==> config.mk <==
export PLATFORM = sky130hd
export DESIGN_NAME = accel_sram_arbiter
export DESIGN_NICKNAME = d
export VERILOG_FILES = /design/src/rtl/accel_sram_arbiter.sv
export SDC_FILE = /design/constraint.sdc
export NUM_CORES = 1
export LEC_CHECK = 0
export ABC_CLOCK_PERIOD_IN_PS = 3310
export BUFFER_PORTS_ARGS = -buffer_cell sky130_fd_sc_hd__buf_2
export CAP_MARGIN = 15
export CORE_AREA = 2 2 94 96
export CTS_CLUSTER_DIAMETER = 80
export CTS_CLUSTER_SIZE = 20
export DETAILED_ROUTE_END_ITERATION = 6
export DIE_AREA = 0 0 96 98
export HOLD_SLACK_MARGIN = 0.06
export PLACE_DENSITY = 0.75
export SLEW_MARGIN = 0
export SYNTH_ARGS = -nofsm -noshare
export SYNTH_HDL_FRONTEND = slang
export SYNTH_SLANG_ARGS = --single-unit
==> constraint.sdc <==
create_clock -name clk -period 3.31 [get_ports clk]
set_input_delay 0.1655 -clock clk [delete_from_list [all_inputs] [get_ports clk]]
set_output_delay 0.1655 -clock clk [all_outputs]
set_load 0.01 [all_outputs]
==> src/rtl/accel_sram_arbiter.sv <==
// Shares one single-port SRAM between the host window and the compute engine:
// round-robin arbitration, capped engine burst lock, and read-tag return steering.
module accel_sram_arbiter #(
  parameter int ADDR_W   = 13,
  parameter int DATA_W   = 32,
  parameter int RD_LAT   = 1,
  parameter int LOCK_MAX = 16
) (
  input  logic              clk,
  input  logic              rst,

  input  logic              host_req_valid,
  output logic              host_req_ready,
  input  logic              host_req_write,
  input  logic [ADDR_W-1:0] host_req_addr,
  input  logic [DATA_W-1:0] host_req_wdata,
  output logic              host_rsp_valid,
  output logic [DATA_W-1:0] host_rsp_rdata,

  input  logic              eng_req_valid,
  output logic              eng_req_ready,
  input  logic              eng_req_write,
  input  logic [ADDR_W-1:0] eng_req_addr,
  input  logic [DATA_W-1:0] eng_req_wdata,
  input  logic              eng_lock,
  output logic              eng_rsp_valid,
  output logic [DATA_W-1:0] eng_rsp_rdata,

  output logic              sram_en,
  output logic              sram_we,
  output logic [ADDR_W-1:0] sram_addr,
  output logic [DATA_W-1:0] sram_wdata,
  input  logic [DATA_W-1:0] sram_rdata
);

  localparam logic [0:0] GNT_HOST = 1'b0;
  localparam logic [0:0] GNT_ENG  = 1'b1;
  localparam int         CNT_W    = $clog2(LOCK_MAX + 1);

  logic [0:0]        r_last_grant;
  logic [CNT_W-1:0]  r_lock_cnt;
  logic [RD_LAT-1:0] r_tag_vld;
  logic [RD_LAT-1:0] r_tag_port;
  logic              r_host_rsp_valid;
  logic              r_eng_rsp_valid;
  logic [DATA_W-1:0] r_host_rsp_rdata;
  logic [DATA_W-1:0] r_eng_rsp_rdata;

  logic              w_lock_active;
  logic              w_host_gnt;
  logic              w_eng_gnt;
  logic              w_any_gnt;
  logic              w_cmd_we;
  logic [ADDR_W-1:0] w_cmd_addr;
  logic [DATA_W-1:0] w_cmd_wdata;
  logic              w_rd_push;
  logic              w_tap_vld;
  logic [0:0]        w_tap_port;

  // Grant decision. Reset gates the grant so every output reads 0 while rst is high.
  always_comb begin
    // NOTE: every always_comb output gets a default first so no path can infer a latch.
    w_host_gnt    = 1'b0;
    w_eng_gnt     = 1'b0;
    w_lock_active = (r_last_grant == GNT_ENG) && eng_lock &&
                    (r_lock_cnt < CNT_W'(LOCK_MAX));
    if (!rst) begin
      if (host_req_valid && eng_req_valid) begin
        if (w_lock_active || (r_last_grant == GNT_HOST)) begin
          w_eng_gnt = 1'b1;
        end else begin
          w_host_gnt = 1'b1;
        end
      end else begin
        w_host_gnt = host_req_valid;
        w_eng_gnt  = eng_req_valid;
      end
    end
  end

  assign w_any_gnt      = w_host_gnt | w_eng_gnt;
  assign host_req_ready = w_host_gnt;
  assign eng_req_ready  = w_eng_gnt;

  always_comb begin
    w_cmd_we    = 1'b0;
    w_cmd_addr  = '0;
    w_cmd_wdata = '0;
    if (w_host_gnt) begin
      w_cmd_we    = host_req_write;
      w_cmd_addr  = host_req_addr;
      w_cmd_wdata = host_req_wdata;
    end else if (w_eng_gnt) begin
      w_cmd_we    = eng_req_write;
      w_cmd_addr  = eng_req_addr;
      w_cmd_wdata = eng_req_wdata;
    end
  end

  assign sram_en    = w_any_gnt;
  assign sram_we    = w_cmd_we;
  assign sram_addr  = w_cmd_addr;
  assign sram_wdata = w_cmd_wdata;

  // Round-robin pointer and burst-lock counter.
  always_ff @(posedge clk or posedge rst) begin
    if (rst) begin
      // NOTE: state flops use non-blocking assignments so all of them update from pre-edge values.
      r_last_grant <= GNT_ENG;
      r_lock_cnt   <= '0;
    end else begin
      if (w_host_gnt) begin
        r_last_grant <= GNT_HOST;
      end else if (w_eng_gnt) begin
        r_last_grant <= GNT_ENG;
      end

      if (w_host_gnt || !eng_lock) begin
        r_lock_cnt <= '0;
      end else if (w_eng_gnt && host_req_valid && w_lock_active) begin
        r_lock_cnt <= r_lock_cnt + CNT_W'(1);
      end
    end
  end

  assign w_rd_push  = w_any_gnt && !w_cmd_we;
  assign w_tap_vld  = r_tag_vld[RD_LAT-1];
  assign w_tap_port = r_tag_port[RD_LAT-1];

  // Tag pipeline tracks the SRAM read latency; stage RD_LAT-1 lines up with sram_rdata.
  always_ff @(posedge clk or posedge rst) begin
    if (rst) begin
      r_tag_vld  <= '0;
      r_tag_port <= '0;
    end else begin
      r_tag_vld[0]  <= w_rd_push;
      r_tag_port[0] <= w_eng_gnt;
      for (int i = 1; i < RD_LAT; i++) begin
        r_tag_vld[i]  <= r_tag_vld[i-1];
        r_tag_port[i] <= r_tag_port[i-1];
      end
    end
  end

  always_ff @(posedge clk or posedge rst) begin
    if (rst) begin
      r_host_rsp_valid <= 1'b0;
      r_eng_rsp_valid  <= 1'b0;
      r_host_rsp_rdata <= '0;
      r_eng_rsp_rdata  <= '0;
    end else begin
      r_host_rsp_valid <= w_tap_vld && (w_tap_port == GNT_HOST);
      r_eng_rsp_valid  <= w_tap_vld && (w_tap_port == GNT_ENG);
      if (w_tap_vld && (w_tap_port == GNT_HOST)) begin
        r_host_rsp_rdata <= sram_rdata;
      end
      if (w_tap_vld && (w_tap_port == GNT_ENG)) begin
        r_eng_rsp_rdata <= sram_rdata;
      end
    end
  end

  assign host_rsp_valid = r_host_rsp_valid;
  assign host_rsp_rdata = r_host_rsp_rdata;
  assign eng_rsp_valid  = r_eng_rsp_valid;
  assign eng_rsp_rdata  = r_eng_rsp_rdata;

  a_one_ready : assert property (@(posedge clk) disable iff (rst)
    !(host_req_ready && eng_req_ready));
  a_one_rsp : assert property (@(posedge clk) disable iff (rst)
    !(host_rsp_valid && eng_rsp_valid));

endmodule

==> impl_metrics.env <==
export IMPL_yosysUniqueCellTypes=24
export IMPL_root_buffer="clkbuf_8"
export IMPL_power_leakage_nw=2.61
export IMPL_power_report_internal_total_mw=1.93
export IMPL_finalSetupTns_ps=0
export IMPL_rows=34
export IMPL_seq_power_share=0.438
export IMPL_cts_sinks=74
export IMPL_synthesis_area_mm2=0.00328
export IMPL_fill_cells=750
export IMPL_finalSetupViolCount=0
export IMPL_start_util=0.388
export IMPL_whs_ps=73.3
export IMPL_grt_use_total=0.234
export IMPL_drt_wirelength_per_cell_um=18.2
export IMPL_hold_violations=0
export IMPL_yosysTopAreaCellShare=0.556
export IMPL_multiInputGateArea_mm2=0.00133
export IMPL_io_pins=244
export IMPL_syn_avg_cell_area_um2=13.9
export IMPL_cts_resized=0
export IMPL_ir_worst_vdd_mv=0.246
export IMPL_first_pass_iters=4
export IMPL_grt_max_degree=76
export IMPL_ant_nets=0
export IMPL_max_freq_mhz=417
export IMPL_antenna_cells=0
export IMPL_drt_iter0_drc=98
export IMPL_drc=0
export IMPL_antenna_found_initial=0
export IMPL_tightest_slew_ps=909
export IMPL_min_to="eng_rsp_rdata[15]"
export IMPL_area_growth_pct=50.7
export IMPL_grt_pass1_wl_um=16300
export IMPL_portBuffers=243
export IMPL_holdPathStages=2
export IMPL_hp_class="input port to register"
export IMPL_fp_coreArea_mm2=0.00847
export IMPL_drv_cap=0
export IMPL_ys_warnings_count=0
export IMPL_syn_num_nets=366
export IMPL_critPathCaptureType="output port"
export IMPL_critPathTopFamily="compound AO/OA/AOI/OAI gates"
export IMPL_crit_start="r_last_grant"
export IMPL_relSlewSlack=0.394
export IMPL_cts_tree="built"
export IMPL_critPathArrivalTime_ps=2230
export IMPL_final_min_clock_period_ps=2400
export IMPL_cp_slowest_cell="dfstp_2"
export IMPL_num_vias=3011
export IMPL_finalMaxSlewViolations=0
export IMPL_final_nets=622
export IMPL_power_switching_mw=0.782
export IMPL_viasPerCell=4.99
export IMPL_clk_pin_slew_ps=70
export IMPL_seq_area_mm2=0.00185
export IMPL_worst_slack_ps=910
export IMPL_preCtsSetupSlack_ps=1290
export IMPL_ys_seq_area_frac=0.564
export IMPL_htreeDepth=3
export IMPL_fin_util=0.584
export IMPL_critical_path_cell_chain="nand2_1, a21oi_4, buf_4, a22o_1, buf_2"
export IMPL_post_route_period_util=0.725
export IMPL_switching_share=0.288
export IMPL_fp_dieH_um=98
export IMPL_grt_pass1_vias=3080
export IMPL_place_gp_congestion=0.945
export IMPL_worstSetupStartpointType="register"
export IMPL_regToRegSetupSlack_ps=1560
export IMPL_clk_path_buf_depth=2
export IMPL_netlist_top_cells_area="dfrtp_1 (56%), mux2_2 (22%), a22o_1 (12%)"
export IMPL_rsz0062_at_grt="no"
export IMPL_rr_startpoint="r_tag_vld"
export IMPL_die_w_um=96
export IMPL_reg2reg_to="eng_rsp_rdata[13]"
export IMPL_overflow=0
export IMPL_crit_type="register to output port"
export IMPL_drive_above_1_share=0.671
export IMPL_wirelength_um=11000
export IMPL_hp_start="sram_rdata[15]"
export IMPL_status="finished, final reports clean"
export IMPL_cp_max_fo=32
export IMPL_required_ps=3140
export IMPL_netlist_top_cell_by_area="dfrtp_1"
export IMPL_syn_inst=236
export IMPL_dp_hpwl_um=8920
export IMPL_cp_num_buf_inv=2
export IMPL_rr_worst_depth=3
export IMPL_ys_seq_elements=74
export IMPL_cp_slowest_stage_delay_ps=590
export IMPL_cts_made_buffers=9
export IMPL_p_comb_frac=0.283
export IMPL_clkLatencyLatePin_ps=340
export IMPL_power_density_mw_per_mm2=549
export IMPL_fin_skew_ps=10.5
export IMPL_dieArea_mm2=0.00941
export IMPL_pwr_share_clk=0.279
[power by group through the flow]
| stage | Clock [mW] | Sequential, mW | Combinational, mW |
|---|---|---|---|
| floorplan | 0 | 1.29 | 0.295 |
| global placement | 0 | 1.19 | 0.749 |
| detailed placement | 0 | 1.21 | 0.768 |
| CTS | 0.773 | 1.19 | 0.781 |
| global route | 0.811 | 1.21 | 0.833 |
| finish | 0.758 | 1.19 | 0.768 |
[synth_stat cells]
cell and number:
ha_1 1, a21oi_1 1, a21boi_0 1, buf_4 4
mux2i_1 1, nor2_1 6, buf_6 1, buf_2 12
nand4b_1 1, a22o_1 46, a221oi_1 1, a31oi_1 2
nand2b_1 1, nand3_1 1, a21oi_2 1, nand2b_4 1
dfstp_2 1, dfrtp_1 73, xnor2_1 3, mux2_2 64
nor3_1 2, inv_1 6, o21ai_0 2, nand2_1 4
[per-stage QoR]
step           cell area (um2)  std cells  total power, mW
3_3_place_gp              4600        576             1.94
3_5_place_dp              4600        576             1.98
2_1_floorplan             3280        236             1.59
5_1_grt                   4950        604             2.86
6_report                  4950        604             2.72
4_1_cts                   4950        604             2.75
[state kept, by name, indices dropped and copies added (netlist names)]
name	count
r_last_grant	1
r_tag_port	1
r_lock_cnt	5
eng_rsp_rdata	32
host_rsp_valid	1
r_tag_vld	1
host_rsp_rdata	32
eng_rsp_valid	1
[layer usage]
layer / share of wire / vias up / global-route usage
li1: - / 1384 / -
met4: 0.027 / 0 / 0.0901
met5: 0 / - / 0
met3: 0.071 / 22 / 0.0556
met2: 0.55 / 148 / 0.429
met1: 0.36 / 1457 / 0.255
[area by class of cell]
type                       instances  area share
clock inverter                     5      0.0159
timing repair buffer             262       0.281
sequential                        74       0.375
tap                              108      0.0273
inverter                           6     0.00455
clock buffer                      10      0.0278
multi-input combinational        139       0.269
[timing repair]
action	4_1_cts	5_1_grt
hold buffers	13	0
buffers inserted	0	0
endpoints found under the hold margin	18	0
[worst max path at each step]
stage,endpoint,slack (ps),depth (start not counted)
finish,sram_addr[12],910,5
global route,sram_addr[8],790,5
CTS,sram_addr[11],910,5
detailed placement,sram_addr[11],1290,5
global placement,sram_wdata[21],1350,5
floorplan,sram_wdata[10],450,6
[cell usage in the layout (no fill, tap or decap), types with 2 or more instances in the layout]
| cell | synthesis | layout |
|---|---|---|
| a22o_1 | 46 | 46 |
| buf_2 | 12 | 243 |
| clkbuf_8 | 0 | 10 |
| nor2_1 | 6 | 6 |
| bufinv_16 | 0 | 2 |
| nor3_1 | 2 | 2 |
| xnor2_1 | 3 | 3 |
| inv_1 | 6 | 5 |
| buf_4 | 4 | 6 |
| nand2_1 | 4 | 4 |
| dfrtp_1 | 73 | 73 |
| dlygate4sd3_1 | 0 | 13 |
| mux2_2 | 64 | 64 |
| clkinv_2 | 0 | 2 |
| o21ai_0 | 2 | 2 |
[logic make-up (layout without fill, tap and decap cells)]
family | after synthesis | after routing | synth area share
DFF | 74 | 74 | 0.564
muxes | 65 | 65 | 0.223
AOI/OAI and AO/OA | 54 | 54 | 0.139
buffers and inverters | 23 | 283 | 0.0377
and+or+nand+nor | 16 | 16 | 0.0248
xor gates and xnor gates | 3 | 3 | 0.00800
adders and majority gates | 1 | 1 | 0.00381
Power figures use the tool's default switching activity.
